### src/rtl/alu_sched_pkg.sv
// alu_sched_pkg: shared definitions for the ALU scheduler.
//   - opcode constants understood by the ALU (OP_CLR..OP_SHR)
//   - scheduler FSM state type
//   - bit positions inside the 4-bit ALU flag vector {mr_en, ovf, zero, neg}
package alu_sched_pkg;

  localparam logic [3:0] OP_CLR = 4'd1;
  localparam logic [3:0] OP_ADD = 4'd2;
  localparam logic [3:0] OP_SUB = 4'd3;
  localparam logic [3:0] OP_MPY = 4'd4;
  localparam logic [3:0] OP_AND = 4'd5;
  localparam logic [3:0] OP_OR  = 4'd6;
  localparam logic [3:0] OP_NOT = 4'd7;
  localparam logic [3:0] OP_SHL = 4'd8;
  localparam logic [3:0] OP_SHR = 4'd9;

  typedef enum logic [1:0] {
    ST_IDLE  = 2'd0,
    ST_ISSUE = 2'd1,
    ST_WAIT  = 2'd2,
    ST_RESP  = 2'd3
  } state_t;

  localparam int unsigned FLAG_NEG   = 0;
  localparam int unsigned FLAG_ZERO  = 1;
  localparam int unsigned FLAG_OVF   = 2;
  localparam int unsigned FLAG_MR_EN = 3;

  function automatic logic op_legal(input logic [3:0] op);
    return (op >= OP_CLR) && (op <= OP_SHR);
  endfunction

endpackage

### src/rtl/alu_sched_rr_arb2.sv
// rr_arb2: two-way round-robin arbiter.
//   clk, rst  : clock, asynchronous active-high reset
//   req[1:0]  : request lines
//   advance   : a grant was consumed this cycle; move the pointer
//   grant[1:0]: one-hot (or zero) combinational grant
// The pointer names the preferred requester; after each consumed grant it
// points at the requester that did not win.
module rr_arb2 (
  input  logic       clk,
  input  logic       rst,
  input  logic [1:0] req,
  input  logic       advance,
  output logic [1:0] grant
);

  logic ptr;

  always_comb begin
    grant = '0;
    if (req[ptr]) begin
      grant[ptr] = 1'b1;
    end else if (req[~ptr]) begin
      grant[~ptr] = 1'b1;
    end
  end

  always_ff @(posedge clk or posedge rst) begin
    if (rst) begin
      ptr <= 1'b0;
    end else if (advance && (grant != '0)) begin
      ptr <= ~grant[1];
    end
  end

endmodule

### src/rtl/alu_sched.sv
// alu_sched: serialises ALU operations from two requesters (0 = CU, 1 = aux)
// onto a single ALU with fixed latency ALU_LAT; one operation in flight.
//   req_valid/req_ready  : per-requester request handshake (req_ready comb.)
//   req_op*/req_a*/req_b*: opcode and operands of each requester
//   alu_ctrl/alu_a/alu_b : ALU control word (opcode in [15:12]) and operands
//   alu_res/alu_mr/flags : ALU outputs, sampled ALU_LAT cycles after issue
//   rsp_valid/rsp_ready  : per-requester response handshake
//   rsp_data/mr/flags/err: shared response payload, qualified by rsp_valid
module alu_sched
  import alu_sched_pkg::*;
#(
  parameter int unsigned W       = 16,
  parameter int unsigned ALU_LAT = 1
) (
  input  logic         clk,
  input  logic         rst,
  input  logic [1:0]   req_valid,
  output logic [1:0]   req_ready,
  input  logic [3:0]   req_op0,
  input  logic [3:0]   req_op1,
  input  logic [W-1:0] req_a0,
  input  logic [W-1:0] req_b0,
  input  logic [W-1:0] req_a1,
  input  logic [W-1:0] req_b1,
  output logic [15:0]  alu_ctrl,
  output logic [W-1:0] alu_a,
  output logic [W-1:0] alu_b,
  input  logic [W-1:0] alu_res,
  input  logic [W-1:0] alu_mr,
  input  logic [3:0]   alu_flags,
  output logic [1:0]   rsp_valid,
  input  logic [1:0]   rsp_ready,
  output logic [W-1:0] rsp_data,
  output logic [W-1:0] rsp_mr,
  output logic [3:0]   rsp_flags,
  output logic         rsp_err
);

  localparam int unsigned CW = 3;

  state_t         state, state_nxt;
  logic [1:0]     gnt;
  logic           accept;
  logic           id_q;
  logic [CW-1:0]  cnt;
  logic [3:0]     sel_op;
  logic [W-1:0]   sel_a, sel_b;
  logic           last_cnt;

  rr_arb2 u_arb (
    .clk     (clk),
    .rst     (rst),
    .req     (req_valid),
    .advance (accept),
    .grant   (gnt)
  );

  assign accept    = (state == ST_IDLE) && (gnt != '0) && !rst;
  assign req_ready = accept ? gnt : '0;
  assign sel_op    = gnt[1] ? req_op1 : req_op0;
  assign sel_a     = gnt[1] ? req_a1  : req_a0;
  assign sel_b     = gnt[1] ? req_b1  : req_b0;
  assign last_cnt  = (cnt == CW'(ALU_LAT));

  always_ff @(posedge clk or posedge rst) begin
    if (rst) begin
      state <= ST_IDLE;
    end else begin
      state <= state_nxt;
    end
  end

  always_comb begin
    state_nxt = state;
    case (state)
      ST_IDLE: begin
        if (accept) begin
          state_nxt = op_legal(sel_op) ? ST_ISSUE : ST_RESP;
        end
      end
      ST_ISSUE: state_nxt = ST_WAIT;
      ST_WAIT: begin
        if (last_cnt) begin
          state_nxt = ST_RESP;
        end
      end
      ST_RESP: begin
        if (rsp_ready[id_q]) begin
          state_nxt = ST_IDLE;
        end
      end
      default: state_nxt = ST_IDLE;
    endcase
  end

  // The granted opcode goes straight into alu_ctrl on accept, so the control
  // word itself is the op latch; it is cleared after the single ISSUE cycle.
  always_ff @(posedge clk or posedge rst) begin
    if (rst) begin
      id_q      <= 1'b0;
      cnt       <= '0;
      alu_ctrl  <= '0;
      alu_a     <= '0;
      alu_b     <= '0;
      rsp_valid <= '0;
      rsp_data  <= '0;
      rsp_mr    <= '0;
      rsp_flags <= '0;
      rsp_err   <= 1'b0;
    end else begin
      case (state)
        ST_IDLE: begin
          if (accept) begin
            id_q <= gnt[1];
            if (op_legal(sel_op)) begin
              alu_ctrl <= {sel_op, 12'h000};
              alu_a    <= sel_a;
              alu_b    <= sel_b;
            end else begin
              rsp_valid <= gnt;
              rsp_data  <= '0;
              rsp_mr    <= '0;
              rsp_flags <= '0;
              rsp_err   <= 1'b1;
            end
          end
        end
        ST_ISSUE: begin
          alu_ctrl <= '0;
          cnt      <= CW'(1);
        end
        ST_WAIT: begin
          if (last_cnt) begin
            cnt       <= '0;
            rsp_valid <= id_q ? 2'b10 : 2'b01;
            rsp_data  <= alu_res;
            rsp_mr    <= alu_mr;
            rsp_flags <= alu_flags;
            rsp_err   <= 1'b0;
          end else begin
            cnt <= cnt + CW'(1);
          end
        end
        ST_RESP: begin
          if (rsp_ready[id_q]) begin
            rsp_valid <= '0;
          end
        end
        default: ;
      endcase
    end
  end

endmodule

### config.mk
export PLATFORM = sky130hd
export DESIGN_NAME = alu_sched
export DESIGN_NICKNAME = d
export VERILOG_FILES = /design/src/rtl/alu_sched_pkg.sv /design/src/rtl/alu_sched_rr_arb2.sv /design/src/rtl/alu_sched.sv
export SDC_FILE = /design/constraint.sdc
export NUM_CORES = 1
export LEC_CHECK = 0
export ABC_CLOCK_PERIOD_IN_PS = 5790
export CAP_MARGIN = 25
export CORE_ASPECT_RATIO = 1.1
export CORE_UTILIZATION = 41
export CTS_CLUSTER_SIZE = 30
export DETAILED_ROUTE_END_ITERATION = 10
export GPL_ROUTABILITY_DRIVEN = 0
export PLACE_DENSITY = 0.91
export SETUP_SLACK_MARGIN = 0.4
export SYNTH_ARGS = -nofsm -noshare
export SYNTH_HDL_FRONTEND = slang
export SYNTH_SLANG_ARGS = --single-unit
### constraint.sdc
create_clock -name clk -period 5.79 [get_ports clk]
set_input_delay 1.4475 -clock clk [delete_from_list [all_inputs] [get_ports clk]]
set_output_delay 1.4475 -clock clk [all_outputs]
set_load 0.01 [all_outputs]
==> results of run 1 <==
per-stage QoR:
stage | cell area [µm²] | total power, mW | cells | hold WS (ns) | utilization
global route | 5823 | 2.952 | 625 | 0.5183 | 0.6562
finish | 5823 | 2.771 | 625 | 0.5067 | 0.6562
global placement | 5622 | 2.313 | 609 | 0.4829 | 0.6335
CTS | 5823 | 2.798 | 625 | 0.5103 | 0.6562
floorplan | 3790 | 1.715 | 333 | 0.4716 | -
detailed placement | 5622 | 2.371 | 609 | 0.4809 | 0.6335
critical path, cell delays in order:
cell and delay, ns:
clkdlybuf4s50_1 0.57, o21bai_1 0.15, or2_2 0.34, a21oi_1 0.14, clkdlybuf4s50_1 0.55
final cells by class:
class                           count  area, µm²  share of cell area
Clock buffer                        9      123.9             0.02127
Sequential cell                    82       2052              0.3524
Timing Repair Buffer              193       1924              0.3305
Tap cell                          114      142.6             0.02450
Inverter                            6      23.77            0.004083
Multi-Input combinational cell    214       1479              0.2540
Clock inverter                      7      77.57             0.01332
power breakdown:
| group | switching, mW | internal (mW) |
|---|---|---|
| logic | 0.608 | 0.765 |
| registers | 0.150 | 0.832 |
| clock network | 0.214 | 0.202 |
| total | 0.972 | 1.80 |
Yosys cell counts (all sizes together):
master   n  area [µm²]
dfrtp   82        2052
a22o    40       359.1
a21oi   36       180.2
nor2    36       135.1
mux2i   35       350.3
buf     27       225.2
nand2   13       51.30
ha       6       75.07
inv      6       22.52
mux2     6       67.56
o21ai    6       33.78
clkbuf   4       15.01
nor3     3       15.01
o21a     3       22.52
a22oi    2       15.01
nand4    2       12.51
a211oi   1       7.510
a21o     1       7.510
and3     1       11.26
and4     1       11.26
conb     1       3.750
nand2b   1       6.260
nand3    1       5.000
nand3b   1       7.510
nor3b    1       12.51
nor4     1       6.260
o21bai   1       7.510
o31ai    1       7.510
or2      1       6.260
or3b     1       8.760
or4      1       7.510
how the worst max path moves through the flow:
stage               slack (ns)           end    startpoint
global placement          1.20  req_ready[0]  req_valid[1]
global route              1.06  req_ready[0]  req_valid[1]
floorplan                 2.17  req_ready[1]  req_valid[0]
detailed placement        1.16  req_ready[0]  req_valid[1]
finish                    1.16  req_ready[0]  req_valid[1]
CTS                       1.15  req_ready[0]  req_valid[1]
sequential cells by signal, indices dropped and copies added, names as in the netlist:
register	flops
rsp_err	1
u_arb.ptr	1
state	2
id_q	1
rsp_mr	16
rsp_flags	4
rsp_data	16
cnt	3
alu_a	16
alu_ctrl	4
rsp_valid	2
alu_b	16
cell families (layout without fill, tap and decap cells):
kind of cell / after synthesis / in the layout / share of synthesized area
AOI/OAI and AO/OA: 91 / 91 / 0.1709
adders and majority gates: 6 / 6 / 0.02003
buffers and inverters: 37 / 215 / 0.07009
DFF: 82 / 82 / 0.5474
muxes: 41 / 41 / 0.1115
other: 1 / 12 / 0.001000
and+or+nand+nor: 64 / 64 / 0.07911
routing by layer:
layer	track usage	wire length [µm]	vias up
met5	0	0	-
met4	0.07574	159	0
met3	0.03571	526	15
met2	0.3688	5164	119
met1	0.2411	4055	1516
li1	-	-	1496
==> out/results.ini, run 1 <==
[global_route]
grt_overflow_total = 0
grt_pass1_vias = 3107
track_usage = 0.2031
antenna_found_initial = 0
grt_max_degree = 66
grt_pass1_wl_mm = 15.05

[logic_synthesis]
syn_area_per_cell_um2 = 11.64
seq_area_frac_synth = 0.5474
ys_warn_count = 0
synth_area_um2 = 3749
ys_ff_latch = 82
ys_types = 36
synthCells = 322

[timing]
hold_violations = 0
grt_setup_unrepaired = false
slew_headroom = 0.5077
fmax_mhz = 215.9
min_period_ns = 4.633
slew_viol_final = 0
setup_slack_ns = 1.157
period_share = 0.8001
skew_ns = 0.01149
finalSetupTns_ns = 0
worstMarginPinSlew_ns = 0.7359
setup_viol = 0

[placement]
dp_slack_ns = 1.160
dp_hpwl_mm = 7.351
portBuffers = 190

[critical_path]
worstSetupPathType = primary input to output port
cp_max_fo = 6
worst-r2r-cell-count = 7
startpoint_type = primary input
rr_startpoint = state[1]$_DFFE_PP0P_
timing.rr.end = rsp_flags[0]$_DFFE_PP0P_
required_ns = 4.34
worstPathArrival_ns = 3.19
worstSetupEndpointType = output port
r2r_setup_slack_ns = 3.36

[layout]
syn2layout_area_growth_pct = 55.34
drive_above_1_share = 0.08023
antenna_cells = 0
fillers = 700
mostFrequentLayoutCell = clkdlybuf4s50_1
fin_nets = 626
final_cell_mix = clkdlybuf4s50_1, dfrtp_1, nor2_1, a21oi_1, mux2i_1

[cts]
hold_buffers = 0
cts_made_buffers = 9
post_cts_buffers = 0
cts.sinks = 82
post_cts_resized = 0
cts.clk_slew.worst_paths_ns = 0.08
insertion_delay_ns = 0.35
ctsRootBufferMaster = clkbuf_8
clockBufferDepth = 2
htreeDepth = 3
tritoncts = built

[drt]
vias = 3146
drc = 0
avgRoutedWirePerCell_um = 15.85
vias_per_cell = 5.034
first_iter_violations = 99
dr.pass1.iters = 4
ant_nets = 0
routed_wirelength_mm = 9.907

[floorplanning]
die_area_um2 = 9530
core_um2 = 8874
io_pins = 203
initial_core_util = 0.4224
die_x_um = 93.17
die_h_um = 102.3
fp-row-count = 36

[pwr]
p_per_area_nw_per_um2 = 475.8
power.leakage_nw = 2.579
irDropWorstVdd_uv = 363.2

[run]
cap_violations = 0

[hold_path]
worstHoldPathType = flip-flop to flip-flop
whs_path_depth = 1
holdPathEnd = rsp_mr[10]$_DFFE_PP0P_
min-delay-start = rsp_mr[10]$_DFFE_PP0P_

[status]
status = complete, no violations

(Power assumes the default switching activity.)
==> inputs of run 2 (changes only) <==
--- a/config.mk
+++ b/config.mk
@@ -5,14 +5,14 @@
 export SDC_FILE = /design/constraint.sdc
 export NUM_CORES = 1
 export LEC_CHECK = 0
-export ABC_CLOCK_PERIOD_IN_PS = 5790
+export ABC_CLOCK_PERIOD_IN_PS = 4500
 export CAP_MARGIN = 25
 export CORE_ASPECT_RATIO = 1.1
-export CORE_UTILIZATION = 41
+export CORE_UTILIZATION = 39
 export CTS_CLUSTER_SIZE = 30
 export DETAILED_ROUTE_END_ITERATION = 10
 export GPL_ROUTABILITY_DRIVEN = 0
-export PLACE_DENSITY = 0.91
+export PLACE_DENSITY = 0.87
 export SETUP_SLACK_MARGIN = 0.4
 export SYNTH_ARGS = -nofsm -noshare
 export SYNTH_HDL_FRONTEND = slang
==> constraint.sdc (replaced) <==
create_clock -name clk -period 4.5 [get_ports clk]
set_input_delay 1.125 -clock clk [delete_from_list [all_inputs] [get_ports clk]]
set_output_delay 1.125 -clock clk [all_outputs]
set_load 0.01 [all_outputs]
==> run 2 against run 1 <==
Routed wire length fell by 0.93%. Combinational power rose by 28%. Register-to-register slack got worse by 1.3 ns. Clock skew fell by 0.0053 ns. Largest power group unchanged.
==> out/results.ini, run 2 (synthesis gave the netlist of run 1 again) <==
[drt]
avgRoutedWirePerCell_um = 15.60  ; was 15.85 µm
drc = 0  ; unchanged
first_iter_violations = 66  ; was 99
vias = 3156  ; was 3146
ant_nets = 0  ; unchanged
routed_wirelength_mm = 9.815  ; was 9.907 mm
dr.pass1.iters = 4  ; unchanged
vias_per_cell = 5.017  ; was 5.034

[cts]
cts_made_buffers = 9  ; unchanged
post_cts_buffers = 0  ; unchanged
hold_buffers = 0  ; unchanged
insertion_delay_ns = 0.34  ; was 0.35 ns
ctsRootBufferMaster = clkbuf_8  ; unchanged
cts.clk_slew.worst_paths_ns = 0.08  ; about the same
post_cts_resized = 0  ; unchanged
clockBufferDepth = 2  ; unchanged
tritoncts = built  ; unchanged
htreeDepth = 3  ; unchanged
cts.sinks = 82  ; unchanged

[pwr]
irDropWorstVdd_uv = 349.2  ; was 363.2 µV
p_per_area_nw_per_um2 = 624.0  ; was 475.8 nW/µm²
power.leakage_nw = 2.612  ; was 2.579 nW
total_power_mw = 3.666  ; was 2.771 mW

[floorplanning]
fp-row-count = 37  ; was 36
initial_core_util = 0.4009  ; was 0.4224
die_area_um2 = 10010  ; was 9530 µm²
core_um2 = 9351  ; was 8874 µm²
io_pins = 203  ; unchanged
die_x_um = 95.48  ; was 93.17 µm
die_h_um = 104.8  ; was 102.3 µm

[timing]
fmax_mhz = 248.4
slew_headroom = 0.3895  ; was 0.5077
min_period_ns = 4.026
period_share = 0.8947
skew_ns = 0.006187  ; was 0.01149 ns
worstMarginPinSlew_ns = 0.9146  ; was 0.7359 ns
grt_setup_unrepaired = false  ; unchanged
setup_viol = 0  ; unchanged
hold_violations = 0  ; unchanged
finalSetupTns_ns = 0  ; unchanged
slew_viol_final = 0  ; unchanged

[global_route]
grt_pass1_wl_mm = 14.90  ; was 15.05 mm
track_usage = 0.1934  ; was 0.2031
grt_pass1_vias = 3138  ; was 3107
antenna_found_initial = 0  ; unchanged
grt_max_degree = 65  ; was 66
grt_overflow_total = 0  ; unchanged

[layout]
final_cell_mix = clkdlybuf4s50_1, dfrtp_1, nor2_1, a21oi_1, mux2i_1  ; unchanged
finalNonFillerCells = 629  ; was 625
antenna_cells = 0  ; unchanged
syn2layout_area_growth_pct = 56.74  ; was 55.34%
final_core_util = 0.6283  ; was 0.6562
drive_above_1_share = 0.08008  ; was 0.08023
fin_nets = 627  ; was 626
mostFrequentLayoutCell = clkdlybuf4s50_1  ; unchanged

[hold_path]
worstHoldPathType = flip-flop to flip-flop  ; unchanged

[critical_path]
cp_max_fo = 6  ; unchanged
required_ns = 3.38  ; was 4.34 ns
worstPathArrival_ns = 2.90  ; was 3.19 ns
startpoint_type = primary input  ; unchanged
worstSetupPathType = primary input to output port  ; unchanged
worstSetupEndpointType = output port  ; unchanged

[placement]
dp_cells = 613  ; was 609
portBuffers = 190  ; unchanged
dp_hpwl_mm = 7.308  ; was 7.351 mm

[status]
status = complete, no violations  ; unchanged

[run]
cap_violations = 0  ; unchanged

## run 2: critical path, stage by stage
cell and delay, ns:
clkdlybuf4s50_1 0.59, o21bai_1 0.15, or2_2 0.34, a21oi_1 0.15, clkdlybuf4s50_1 0.56
## run 2: final timing paths
kind / from / end / slack (ns) / depth (start not counted)
setup / recovery: req_valid[1] / req_ready[0] / 0.47 / 5
hold / removal: rsp_data[9]$_DFFE_PP0P_ / rsp_data[9]$_DFFE_PP0P_ / 0.50 / 1
setup reg to reg: state[0]$_DFFE_PP0P_ / rsp_mr[1]$_DFFE_PP0P_ / 2.07 / 7
hold reg to reg: rsp_data[9]$_DFFE_PP0P_ / rsp_data[9]$_DFFE_PP0P_ / 0.50 / 1
max in group asynchronous: rst / rsp_data[4]$_DFFE_PP0P_ / 2.44 / 3
min in group asynchronous: rst / u_arb.ptr$_DFFE_PP0P_ / 1.33 / 2
## run 2: metal layers
metal / vias to the layer above / wire [µm] / track usage
li1: 1501 / - / -
met3: 17 / 795 / 0.05022
met2: 135 / 4953 / 0.3306
met4: 0 / 178 / 0.07783
met1: 1503 / 3888 / 0.2270
met5: - / 0 / 0
## run 2: power by group
part | total, mW | internal, mW | switching, mW
logic | 1.76 | 0.984 | 0.775
clock network | 0.638 | 0.371 | 0.267
registers | 1.27 | 1.07 | 0.198
total | 3.67 | 2.43 | 1.24
## run 2: area by class of cell
type                            instances  area, µm²
Multi-Input combinational cell        214       1479
Clock buffer                           10      127.6
Tap cell                              117      146.4
Timing Repair Buffer                  194       1932
Inverter                                6      23.77
Clock inverter                          6      115.1
Fill cell                             747       3476
Sequential cell                        82       2052
## run 2: through the flow
stage	cell area, µm²	setup WS, ns	hold slack, ns
2_1_floorplan	3790	1.267	0.4716
3_3_place_gp	5633	0.5330	0.4814
6_report	5876	0.4738	0.5037
4_1_cts	5876	0.4909	0.5089
3_5_place_dp	5633	0.5013	0.4823
5_1_grt	5876	0.4234	0.5212
